==> config.mk <==
export PLATFORM = sky130hd
export DESIGN_NAME = load_store_unit
export DESIGN_NICKNAME = d
export VERILOG_FILES = /design/src/rtl/lsu_pkg.sv /design/src/rtl/lsu_lane_align.sv /design/src/rtl/load_store_unit.sv
export SDC_FILE = /design/constraint.sdc
export NUM_CORES = 1
export LEC_CHECK = 0
export CELL_PAD_IN_SITES_DETAIL_PLACEMENT = 1
export CELL_PAD_IN_SITES_GLOBAL_PLACEMENT = 1
export CORE_ASPECT_RATIO = 1.5
export CORE_MARGIN = 3
export CORE_UTILIZATION = 30
export CTS_BUF_LIST = sky130_fd_sc_hd__clkbuf_2 sky130_fd_sc_hd__clkbuf_4 sky130_fd_sc_hd__clkbuf_8
export CTS_CLUSTER_SIZE = 16
export DETAILED_ROUTE_END_ITERATION = 8
export GPL_TIMING_DRIVEN = 0
export PLACE_DENSITY_LB_ADDON = 0.1
export SLEW_MARGIN = 0
export SYNTH_ARGS = -nofsm -noshare
export SYNTH_HDL_FRONTEND = slang
export SYNTH_HIERARCHICAL = 1
export SYNTH_SLANG_ARGS = --single-unit
==> constraint.sdc <==
create_clock -name clk -period 2.9 [get_ports clk]
set_clock_uncertainty 0.05 [all_clocks]
set_input_delay 0.58 -clock clk [delete_from_list [all_inputs] [get_ports clk]]
set_output_delay 0.58 -clock clk [all_outputs]
set_load 0.05 [all_outputs]
==> src/rtl/lsu_pkg.sv <==
// -----------------------------------------------------------------------------
// lsu_pkg
// Shared definitions for the load/store unit: funct3 size encodings, the
// access-width classes they map onto, the FSM state enum, the latched request
// record and the fixed memory transfer size.
// -----------------------------------------------------------------------------
package lsu_pkg;

   // funct3 size encodings from the core; unlisted codes behave as a word
   localparam logic [2:0] SZ_B  = 3'b000;
   localparam logic [2:0] SZ_H  = 3'b001;
   localparam logic [2:0] SZ_W  = 3'b010;
   localparam logic [2:0] SZ_BU = 3'b100;
   localparam logic [2:0] SZ_HU = 3'b101;

   // the memory port always moves whole words
   localparam logic [2:0] MEM_SIZE_WORD = 3'b010;

   typedef enum logic [1:0] {
      ST_IDLE  = 2'd0,
      ST_READ  = 2'd1,
      ST_WRITE = 2'd2,
      ST_DONE  = 2'd3
   } lsu_state_e;

   typedef enum logic [1:0] {
      ACC_B = 2'd0,
      ACC_H = 2'd1,
      ACC_W = 2'd2
   } acc_class_e;

   // request captured at accept time
   typedef struct packed {
      logic        write;
      logic [2:0]  size;
      logic [31:0] addr;
      logic [31:0] wdata;
   } lsu_req_t;

   // Collapse funct3 into an access width; signedness is bit 2 (0 = signed).
   function automatic acc_class_e size_class(input logic [2:0] sz);
      case (sz)
         SZ_B, SZ_BU: size_class = ACC_B;
         SZ_H, SZ_HU: size_class = ACC_H;
         default:     size_class = ACC_W;
      endcase
   endfunction

endpackage

==> src/rtl/lsu_lane_align.sv <==
// -----------------------------------------------------------------------------
// lsu_lane_align
// Purely combinational lane steering between a memory word and the core.
//   word_in    : word read from memory
//   wdata      : store data from the core (low byte/half used for b/h)
//   offset     : byte address bits [1:0]
//   size       : funct3 size code
//   load_data  : addressed byte/half/word, sign- or zero-extended
//   store_word : word_in with the addressed byte(s) replaced by wdata
// Halves ignore offset[0] and words ignore offset[1:0], so an unaligned
// request that reaches this block is implicitly aligned down.
// -----------------------------------------------------------------------------
module lsu_lane_align
   import lsu_pkg::*;
(
   input  logic [31:0] word_in,
   input  logic [31:0] wdata,
   input  logic [1:0]  offset,
   input  logic [2:0]  size,
   output logic [31:0] load_data,
   output logic [31:0] store_word
);

   acc_class_e  cls;
   logic [1:0]  lane;
   logic [4:0]  bit_base;
   logic        sgn;
   logic [31:0] shifted;

   always_comb begin
      cls        = size_class(size);
      sgn        = ~size[2];
      lane       = 2'b00;
      load_data  = word_in;
      store_word = wdata;

      case (cls)
         ACC_B:   lane = offset;
         ACC_H:   lane = {offset[1], 1'b0};
         default: lane = 2'b00;
      endcase

      bit_base = {lane, 3'b000};
      shifted  = word_in >> bit_base;

      case (cls)
         ACC_B: begin
            load_data  = {{24{sgn & shifted[7]}}, shifted[7:0]};
            store_word = word_in;
            store_word[bit_base +: 8] = wdata[7:0];
         end
         ACC_H: begin
            load_data  = {{16{sgn & shifted[15]}}, shifted[15:0]};
            store_word = word_in;
            store_word[bit_base +: 16] = wdata[15:0];
         end
         default: begin
            load_data  = word_in;
            store_word = wdata;
         end
      endcase
   end

endmodule

==> src/rtl/load_store_unit.sv <==
// -----------------------------------------------------------------------------
// load_store_unit
// Turns core byte/half/word load/store requests into word-aligned accesses on
// a word-wide data memory port. Sub-word stores are read-modify-write.
//   clk, rst_n          : clock, synchronous active-low reset
//   lsu_req/write/size/addr/wdata : request from execute, sampled in IDLE only
//   lsu_busy            : high while not IDLE (core stalls)
//   lsu_done            : one-cycle completion pulse
//   lsu_rdata           : extended load result, held until the next load
//   lsu_misaligned      : trap flag, valid with lsu_done
//   mem_*               : word-aligned memory port, mem_out is combinational
// Build option: LSU_MISALIGN_TRAP_EN -- when defined, misaligned half/word
// requests complete in one cycle with lsu_misaligned set and no memory access;
// otherwise they are aligned down and performed normally.
// -----------------------------------------------------------------------------
module load_store_unit
   import lsu_pkg::*;
#(
   parameter int ADDR_W = 32,
   parameter int XLEN   = 32
) (
   input  logic              clk,
   input  logic              rst_n,
   input  logic              lsu_req,
   input  logic              lsu_write,
   input  logic [2:0]        lsu_size,
   input  logic [ADDR_W-1:0] lsu_addr,
   input  logic [XLEN-1:0]   lsu_wdata,
   output logic              lsu_busy,
   output logic              lsu_done,
   output logic [XLEN-1:0]   lsu_rdata,
   output logic              lsu_misaligned,
   output logic [31:0]       mem_access_addr,
   output logic [31:0]       mem_in,
   output logic              mem_write_en,
   output logic              mem_read_en,
   output logic [2:0]        mem_data_size,
   input  logic [31:0]       mem_out
);

   lsu_state_e  state_q, state_d;
   lsu_req_t    req_q;
   logic [31:0] wr_word_q;
   logic [31:0] rdata_q;
   logic        mis_q;
   logic        mis_new;
   logic [31:0] ld_data;
   logic [31:0] st_word;

`ifdef LSU_MISALIGN_TRAP_EN
   always_comb begin
      mis_new = 1'b0;
      case (size_class(lsu_size))
         ACC_H:   mis_new = lsu_addr[0];
         ACC_W:   mis_new = |lsu_addr[1:0];
         default: mis_new = 1'b0;
      endcase
   end
`else
   assign mis_new = 1'b0;
`endif

   lsu_lane_align u_align (
      .word_in    (mem_out),
      .wdata      (req_q.wdata),
      .offset     (req_q.addr[1:0]),
      .size       (req_q.size),
      .load_data  (ld_data),
      .store_word (st_word)
   );

   // next state
   always_comb begin
      state_d = state_q;
      case (state_q)
         ST_IDLE: begin
            if (lsu_req) begin
               if (mis_new)
                  state_d = ST_DONE;
               else if (lsu_write && size_class(lsu_size) == ACC_W)
                  state_d = ST_WRITE;
               else
                  state_d = ST_READ;
            end
         end
         ST_READ:  state_d = req_q.write ? ST_WRITE : ST_DONE;
         ST_WRITE: state_d = ST_DONE;
         ST_DONE:  state_d = ST_IDLE;
         default:  state_d = ST_IDLE;
      endcase
   end

   // Every status and strobe is qualified by rst_n so a reset cycle never
   // writes memory or reports a completion, even mid-operation.
   always_comb begin
      lsu_busy       = rst_n & (state_q != ST_IDLE);
      lsu_done       = rst_n & (state_q == ST_DONE);
      lsu_misaligned = rst_n & (state_q == ST_DONE) & mis_q;
      mem_read_en    = rst_n & (state_q == ST_READ);
      mem_write_en   = rst_n & (state_q == ST_WRITE);
   end

   assign mem_access_addr = {req_q.addr[31:2], 2'b00};
   assign mem_in          = wr_word_q;
   assign mem_data_size   = MEM_SIZE_WORD;
   assign lsu_rdata       = XLEN'(rdata_q);

   always_ff @(posedge clk) begin
      if (!rst_n) begin
         state_q   <= ST_IDLE;
         req_q     <= '0;
         wr_word_q <= '0;
         rdata_q   <= '0;
         mis_q     <= 1'b0;
      end else begin
         state_q <= state_d;
         if (state_q == ST_IDLE && lsu_req) begin
            req_q.write <= lsu_write;
            req_q.size  <= lsu_size;
            req_q.addr  <= 32'(lsu_addr);
            req_q.wdata <= 32'(lsu_wdata);
            // full-word stores go straight out; sub-word ones are
            // overwritten by the merged word in READ
            wr_word_q   <= 32'(lsu_wdata);
            mis_q       <= mis_new;
         end
         if (state_q == ST_READ) begin
            if (req_q.write)
               wr_word_q <= st_word;
            else
               rdata_q   <= ld_data;
         end
      end
   end

endmodule

==> results_dict.tcl, run 1 <==
set metrics [dict create \
    slew_violations 0 \
    dpl.hpwl_um 22700 \
    hp-class "flop to flop" \
    crit_fanout 10 \
    cts_hold_buffers 0 \
    holdWs_ps 406 \
    end_kind "output port" \
    clock_power_share 0.182 \
    ys_ff_latch 134 \
    drc 0 \
    synth-edff-count 0 \
    io_buffers 199 \
    die_area_um2 25300 \
    yosysTopAreaCell "dfxtp_1" \
    max-cap-violations 0 \
    post-synth-top-count-cell "nand2_1" \
    nNetsFinal 1236 \
    worst_pin_slew_ps 895 \
    placed_area_um2 9360 \
    grt_max_degree 17 \
    first_pass_iters 6 \
    critPathLaunchType "primary input" \
    powerDensity_nw_per_um2 864 \
    fin_tns_setup_ps 0 \
    finalPower_w 0.00848 \
    criticalPathCategory "primary input to output port" \
    syn-instance-count 906 \
    drive_above_1_share 0.107 \
    setup_violations 0 \
    cts.htree.levels 4 \
    power_leakage_nw 3.65 \
    coreArea_um2 22600 \
    ios 207 \
    wl_per_cell_um 20.6 \
    comb_power_share 0.519 \
    synth.avg_cell_area_um2 7.73 \
    ys_types 51 \
    area_delta_synth_final_pct 40.1 \
    clockRootBuffer "clkbuf_8" \
    final_cell_area_um2 9820 \
    clk_latency_ps 470 \
    cp.required_ps 2270 \
    outcome "finished clean" \
    die_h_um 193 \
    yosysSeqAreaShare 0.383 \
    cts_tree "built" \
    ys_async_sr_fraction 0 \
    hold_violations 0 \
    first_iter_violations 473 \
    seq_power_share 0.299 \
    place_congestion 0.905 \
    cts.sinks 134 \
    power.internal_w 0.00458 \
    fin_crit_sh 0.960 \
    post-route-util 0.434 \
    min_period_ps 2790 \
    die_width_um 131 \
    cts_made_buffers 17 \
    overflow 0 \
    p_sw_frac 0.460 \
    grt_pass1_vias 7654 \
    syn_area_um2 7010 \
    start_util 0.310 \
    synthTopCellsByCount "nand2_1 (269), dfxtp_1 (134), a21boi_0 (76)" \
    antenna_found_initial 0 \
    max_freq_mhz 359 \
    arrival_ps 2160 \
    cts_buffer_depth 2 \
    switching_power_w 0.00390 \
    ant_nets 0 \
    path_clk_slew_ps 70 \
    peakVddDrop_mv 0.323 \
    vias_per_cell 5.23 \
    yosys-top-cells-area "dfxtp_1 (38%), nand2_1 (14%), a21boi_0 (8.1%), buf_4 (4.4%), o21ai_0 (4.0%)" \
    ys.flop_type "dfxtp_1" \
    track_usage 0.230 \
    vias 7395 \
    fp-row-count 67 \
    grt_pass1_wl_um 43600 \
    routed_wirelength_um 29100 \
    diodes 0 \
    synth_top_cell_area_share 0.383 \
    yosys_warnings 6 \
    cts_setup_buffers 0 \
    relSlewSlack 0.403 \
]
==> cell type report <==
type                    instances  area [µm²]
repair buffers                199        1990
inverters                      19        71.3
plain buffers                 113         684
well taps                     276         345
multi-input cells             642        3650
clock inverters                 8        72.6
flip-flops and latches        134        2690
clock buffers                  24         312
fillers                      2796       12800
==> kinds of logic (layout without fill, tap and decap cells) <==
kind of cell	Yosys count	in the layout	synth area share
fa+ha+maj	7	7	0.0125
buf+inv	134	363	0.105
simple gates	323	323	0.190
mux	3	3	0.00446
compound gates	303	303	0.304
flops	134	134	0.383
other cells	2	6	0.00107
==> metal layers <==
layer / global-route usage / share of wire / vias up
met5: 0 / 0 / -
met4: 0.0962 / 0.036 / 0
met3: 0.0422 / 0.055 / 48
met2: 0.413 / 0.51 / 252
met1: 0.264 / 0.40 / 3544
li1: - / - / 3551
==> sequential cells by signal, indices dropped and copies added (netlist names) <==
name             count
lsu_rdata           32
mem_access_addr     30
mem_in              32
req_q               38
state_q              2
==> what timing repair did <==
| item | CTS | global route |
|---|---|---|
| hold endpoints to repair | 0 | 0 |
| endpoints found under the setup margin | 33 | 23 |
| gates resized for setup | 13 | 19 |
| cloned | 0 | 0 |
| pin swaps | 1 | 2 |
==> final timing paths <==
path,startpoint,end,slack [ps],cells past startpoint
worst min-delay path,mem_access_addr[27],mem_access_addr[27],410,2
worst min register to register,mem_access_addr[27],mem_access_addr[27],410,2
worst max-delay path,rst_n,mem_read_en,110,4
worst max register to register,req_q[32],mem_in[11],120,12
==> worst max-delay path, cell delays in order <==
cell,delay [ps]
buf_2,260
clkbuf_1,320
and2_1,170
clkdlybuf4s50_1,820
==> cell usage in the layout, fill, tap and decap left out, types with 3 or more instances in the layout <==
master,instances
nand2_1,269
clkdlybuf4s50_1,197
dfxtp_1,132
a21boi_0,76
o21ai_0,51
buf_4,42
a31oi_1,42
clkbuf_1,35
a21boi_1,24
buf_2,22
clkbuf_8,21
inv_1,17
o21ai_1,17
a22oi_1,16
a22o_1,15
a222oi_1,13
nand3_1,10
nor2b_1,9
a221oi_1,9
buf_6,8
nor2_1,8
o31ai_1,7
clkbuf_4,7
a21oi_1,6
ha_1,6
conb_1,6
o2bb2ai_1,6
a21o_1,6
and2_1,5
nand3b_1,5
clkinv_2,4
clkinvlp_4,3
and3_1,3
==> stage by stage <==
| step | cells | setup slack, ps |
|---|---|---|
| floorplan | 910 | 196 |
| global placement | 1385 | -437 |
| detailed placement | 1385 | -466 |
| CTS | 1416 | 42.1 |
| global route | 1415 | -2.65 |
| finish | 1415 | 115 |
==> power groups by stage <==
stage | Clock, W | Sequential, W | Combinational [W]
4_1_cts | 0.00160 | 0.00253 | 0.00442
2_1_floorplan | 0 | 0.00326 | 0.00215
6_report | 0.00154 | 0.00254 | 0.00440
3_5_place_dp | 0 | 0.00257 | 0.00438
3_3_place_gp | 0 | 0.00256 | 0.00435
5_1_grt | 0.00168 | 0.00259 | 0.00475
No activity file was read; power rests on OpenSTA's default activity.
==> run 2, diff against run 1 <==
CORE_UTILIZATION = 35   (was 30)
==> run 2 against run 1 <==
Worst setup slack better by 9.8 ps. Combinational power about the same. Routed wire length down 4.8%. Critical endpoint is now mem_in[8]. Count of clock-buffer cells in the layout down 4. Sequential power about the same. Largest power group unchanged. Worst hold slack worse by 1.4 ps.
==> results_dict.tcl, run 2 (synthesis results as in run 1) <==
set metrics [dict create \
    outcome "finished clean" \
    slew_violations 0 \
    min_period_ps 2780 \
    mostFrequentLayoutCells "nand2_1 (269), clkdlybuf4s50_1 (195), dfxtp_1 (132)" \
    busiest_layer "met2" \
    r2r_start "req_q[64]" \
    die_width_um 122 \
    grt_pass1_vias 7637 \
    cts_made_buffers 17 \
    area_delta_synth_final_pct 40.1 \
    r2r_cells 11 \
    power_leakage_nw 3.70 \
    peakVddDrop_mv 0.389 \
    placed_area_um2 9330 \
    fp-row-count 62 \
    coreArea_um2 19400 \
    switching_power_w 0.00390 \
    criticalPathCategory "flop to flop" \
    crit_fanout 11 \
    diodes 0 \
    die_h_um 179 \
    path_clk_slew_ps 70 \
    comb_power_share 0.522 \
    hold_violations 0 \
    largest_reg_flops 38 \
    end_kind "flop" \
    worstSetupStartpoint "req_q[64]" \
    hp-class "flop to flop" \
    ios 207 \
    worst_pin_slew_ps 875 \
    arrival_ps 3030 \
    overflow 0 \
    seq_power_share 0.301 \
    die_area_um2 21800 \
    max_freq_mhz 360 \
    nFillCells 2424 \
    clock_power_share 0.177 \
    vias 7461 \
    power.internal_w 0.00452 \
    cts_tree "built" \
    r2r-end "mem_in[8]" \
    cts.htree.levels 4 \
    cp_common_cell "buf_6" \
    use_met3 0.0496 \
    cts_buffer_depth 2 \
    first_iter_violations 523 \
    r2r_slack_ps 120 \
    first_pass_iters 7 \
    clockRootBuffer "clkbuf_8" \
    nNetsFinal 1240 \
    max-cap-violations 0 \
    regMostFlops "req_q" \
    met2_usage 0.453 \
    met1_usage 0.281 \
    final_common_cell "nand2_1" \
    relSlewSlack 0.416 \
    place_congestion 0.928 \
    antenna_found_initial 0 \
    slowest_stage "or3b_1" \
    cp.required_ps 3150 \
    critPathLaunchType "flop" \
    worst_path_largest_cell_delay_ps 370 \
    clk_latency_ps 450 \
    grt_pass1_wl_um 42200 \
    drive_above_1_share 0.111 \
    cts_hold_buffers 0 \
    cts.sinks 134 \
    wl_per_cell_um 19.8 \
    powerDensity_nw_per_um2 857 \
    crit_path_end "mem_in[8]" \
    start_util 0.361 \
    drc 0 \
    io_buffers 199 \
    p_sw_frac 0.463 \
    dpl.hpwl_um 21800 \
    fin_crit_sh 0.957 \
    final_cell_area_um2 9820 \
    grt_max_degree 17 \
    finalPower_w 0.00841 \
    routed_wirelength_um 27700 \
    crit_chain "buf_6 > or3b_1 > buf_6 > buf_6 > ha_4 > and2_2 > and3_1 > a311oi_1 > o31ai_1 > o21ai_0 > a31oi_1" \
    ant_nets 0 \
    vias_per_cell 5.33 \
    setup_violations 0 \
    track_usage 0.252 \
]
run 2: cell count changes in the layout (fill, tap and decap cells not counted), sizes merged:
cell	before	now
inv	18	19
dlymetal6s2s	1	4
clkinvlp	3	5
dlygate4sd2	1	0
clkinv	5	6
clkbuf	63	58
clkdlybuf4s50	197	195
buf	74	79
run 2: repair_timing:
action | CTS | global route
pin swaps | 1 | 4
endpoints found under the setup margin | 32 | 31
setup buffers | 0 | 4
gates resized for setup | 13 | 25
run 2: how the worst min path moves through the flow:
stage	cells past startpoint	to	startpoint	slack (ps)
4_1_cts	2	mem_access_addr[24]	mem_access_addr[24]	410
3_3_place_gp	2	mem_access_addr[30]	mem_access_addr[30]	390
3_5_place_dp	2	mem_access_addr[24]	mem_access_addr[24]	400
2_1_floorplan	2	req_q[32]	req_q[32]	380
6_report	2	mem_access_addr[24]	mem_access_addr[24]	400
5_1_grt	2	mem_access_addr[29]	mem_access_addr[29]	420
run 2: metal layers:
| metal | vias to the layer above | routed length (µm) |
|---|---|---|
| li1 | 3556 | - |
| met1 | 3550 | 10800 |
| met2 | 283 | 14200 |
| met3 | 72 | 1500 |
| met4 | 0 | 1210 |
| met5 | - | 0 |
run 2: power groups by stage:
stage                     combinational, W  clock, W  sequential, W
after floorplan                    0.00215         0        0.00326
after global placement             0.00430         0        0.00256
after detailed placement           0.00435         0        0.00257
after CTS                          0.00439   0.00154        0.00253
after global routing               0.00472   0.00162        0.00259
final                              0.00440   0.00149        0.00253
run 2: area by class of cell:
class                   instances  area [µm²]  area share
clock inverters                12         105      0.0107
well taps                     256         320      0.0326
inverters                      19        71.3     0.00727
multi-input cells             642        3650       0.372
clock buffers                  20         263      0.0268
repair buffers                203        2030       0.207
plain buffers                 113         688      0.0701
flip-flops and latches        134        2690       0.274
run 2: through the flow:
step	cells	setup slack, ps	hold slack (ps)	util	setup TNS, ps
floorplan	910	196	382	-	0
global placement	1365	-438	391	0.481	-7240
detailed placement	1365	-476	398	0.481	-7820
CTS	1396	3.27	409	0.502	0
global route	1399	-0.921	423	0.506	-0.921
finish	1399	124	405	0.506	0
run 2: critical path, delay by kind of cell (launching register included):
| family | cells | cell delay [ps] |
|---|---|---|
| and+or+nand+nor | 3 | 840 |
| buffers and inverters | 3 | 450 |
| DFF | 1 | 330 |
| adders and majority gates | 1 | 260 |
| AOI/OAI and AO/OA | 4 | 690 |
==> run 3, diff against run 2 <==
SKIP_CTS_REPAIR_TIMING = 1   (was not set)
==> run 3 against run 2 <==
Final cell count unchanged. Sequential power about the same. Routed wire length increased by 0.32%. Power about the same. Worst hold slack about the same. Count of clock-buffer cells in the layout unchanged. Global-route usage about the same. Non-clock buffer count unchanged. Critical endpoint unchanged. Clock power about the same. Largest cell class unchanged. Sequential share of layout area about the same. Utilization about the same. Combinational power about the same.
==> results_dict.tcl, run 3 (synthesis results as in run 1) <==
set metrics [dict create \
    outcome "finished clean" \
    path_buf_inv 3 \
    stdcell_count 1399 \
    coreArea_um2 19400 \
    peakVddDrop_mv 0.387 \
    crit_family "simple AND/OR/NAND/NOR gates" \
    worst_path_largest_cell_delay_ps 380 \
    area_delta_synth_final_pct 40.0 \
    fp-row-count 62 \
    die_h_um 179 \
    grt_setup_unrepaired "yes" \
    nNetsFinal 1240 \
    wl_per_cell_um 19.9 \
    powerDensity_nw_per_um2 857 \
    vias 7499 \
    final_cell_area_um2 9810 \
    cts_made_buffers 17 \
    crit_path_end "mem_in[8]" \
    min_period_ps 2860 \
    arrival_ps 3110 \
    nFillCells 2425 \
    crit_chain "buf_6 > or3b_1 > buf_6 > buf_6 > ha_1 > and2_2 > and3_1 > a311oi_1 > o31ai_1 > o21ai_0 > a31oi_1" \
    hold_violations 0 \
    final_common_cell "nand2_1" \
    worstSetupStartpoint "req_q[64]" \
    cp_common_cell "buf_6" \
    slew_violations 0 \
    dp.cells 1365 \
    cts.sinks 134 \
    placed_area_um2 9330 \
    path_clk_slew_ps 70 \
    grt_pass1_wl_um 42100 \
    power_leakage_nw 3.70 \
    vias_per_cell 5.36 \
    cts_tree "built" \
    worst_pin_slew_ps 842 \
    ant_nets 0 \
    r2r_slack_ps 40 \
    antenna_found_initial 0 \
    drc 0 \
    criticalPathCategory "flop to flop" \
    routed_wirelength_um 27800 \
    r2r-end "mem_in[8]" \
    clockRootBuffer "clkbuf_8" \
    max_freq_mhz 350 \
    fin_crit_sh 0.985 \
    seqCellArea_um2 2690 \
    holdWs_ps 405 \
    slowest_stage "a311oi_1" \
    ios 207 \
    path_depth 11 \
    first_iter_violations 482 \
    die_area_um2 21800 \
    dpl.hpwl_um 21800 \
    end_kind "flop" \
    die_width_um 122 \
    clk_latency_ps 450 \
    start_util 0.361 \
    cp.required_ps 3160 \
    mostFrequentLayoutCells "nand2_1 (269), clkdlybuf4s50_1 (195), dfxtp_1 (132)" \
    track_usage 0.251 \
    critPathLaunchType "flop" \
    r2r_cells 11 \
    io_buffers 199 \
    relSlewSlack 0.439 \
    diodes 0 \
    largest_reg_flops 38 \
    grt_max_degree 17 \
    grt_pass1_vias 7627 \
    first_pass_iters 6 \
    setup_violations 0 \
    cts.htree.levels 4 \
    hp-class "flop to flop" \
    overflow 0 \
    cts_buffer_depth 2 \
    regMostFlops "req_q" \
    post-route-util 0.506 \
    max-cap-violations 0 \
    drive_above_1_share 0.110 \
    crit_fanout 11 \
    place_congestion 0.928 \
    r2r_start "req_q[64]" \
    multi_input_area_um2 3650 \
]
## run 3: report_power, final
group          switching, W  internal (W)  leakage [nW]
Clock              0.000772      0.000715         0.178
Sequential         0.000281       0.00225          1.10
Combinational       0.00285       0.00154          2.42
Total               0.00390       0.00451          3.70
## run 3: worst min-delay path by stage
| stage | startpoint | endpoint | slack (ps) | cells past startpoint |
|---|---|---|---|---|
| after floorplan | req_q[32] | req_q[32] | 380 | 2 |
| after global placement | mem_access_addr[30] | mem_access_addr[30] | 390 | 2 |
| after detailed placement | mem_access_addr[24] | mem_access_addr[24] | 400 | 2 |
| after CTS | mem_access_addr[24] | mem_access_addr[24] | 410 | 2 |
| after global routing | mem_access_addr[29] | mem_access_addr[29] | 420 | 2 |
| final | mem_access_addr[24] | mem_access_addr[24] | 400 | 2 |
## run 3: routing by layer
layer	vias to the layer above	routed length, µm	global-route usage
li1	3558	-	-
met1	3560	10700	0.281
met2	312	14300	0.452
met3	69	1640	0.0496
met4	0	1210	0.120
met5	-	0	0
## run 3: area by class of cell
cell class | count | share of cell area
Buffer | 113 | 0.0699
Multi-Input combinational cell | 642 | 0.372
Clock inverter | 12 | 0.0107
Sequential cell | 134 | 0.274
Inverter | 19 | 0.00727
Tap cell | 256 | 0.0326
Timing Repair Buffer | 203 | 0.207
Clock buffer | 20 | 0.0268
## run 3: per-stage QoR
step | power [W] | worst slack (ps) | TNS, ps
floorplan | 0.00541 | 196 | 0
global placement | 0.00685 | -438 | -7240
detailed placement | 0.00692 | -476 | -7820
CTS | 0.00844 | -476 | -8430
global route | 0.00892 | -4.34 | -4.34
finish | 0.00841 | 42.2 | 0
## run 3: tightest hold or removal path, stage by stage, from the launching register on
cell and delay [ps]:
dfxtp_1 310, nand2_1 50, a21boi_1 50
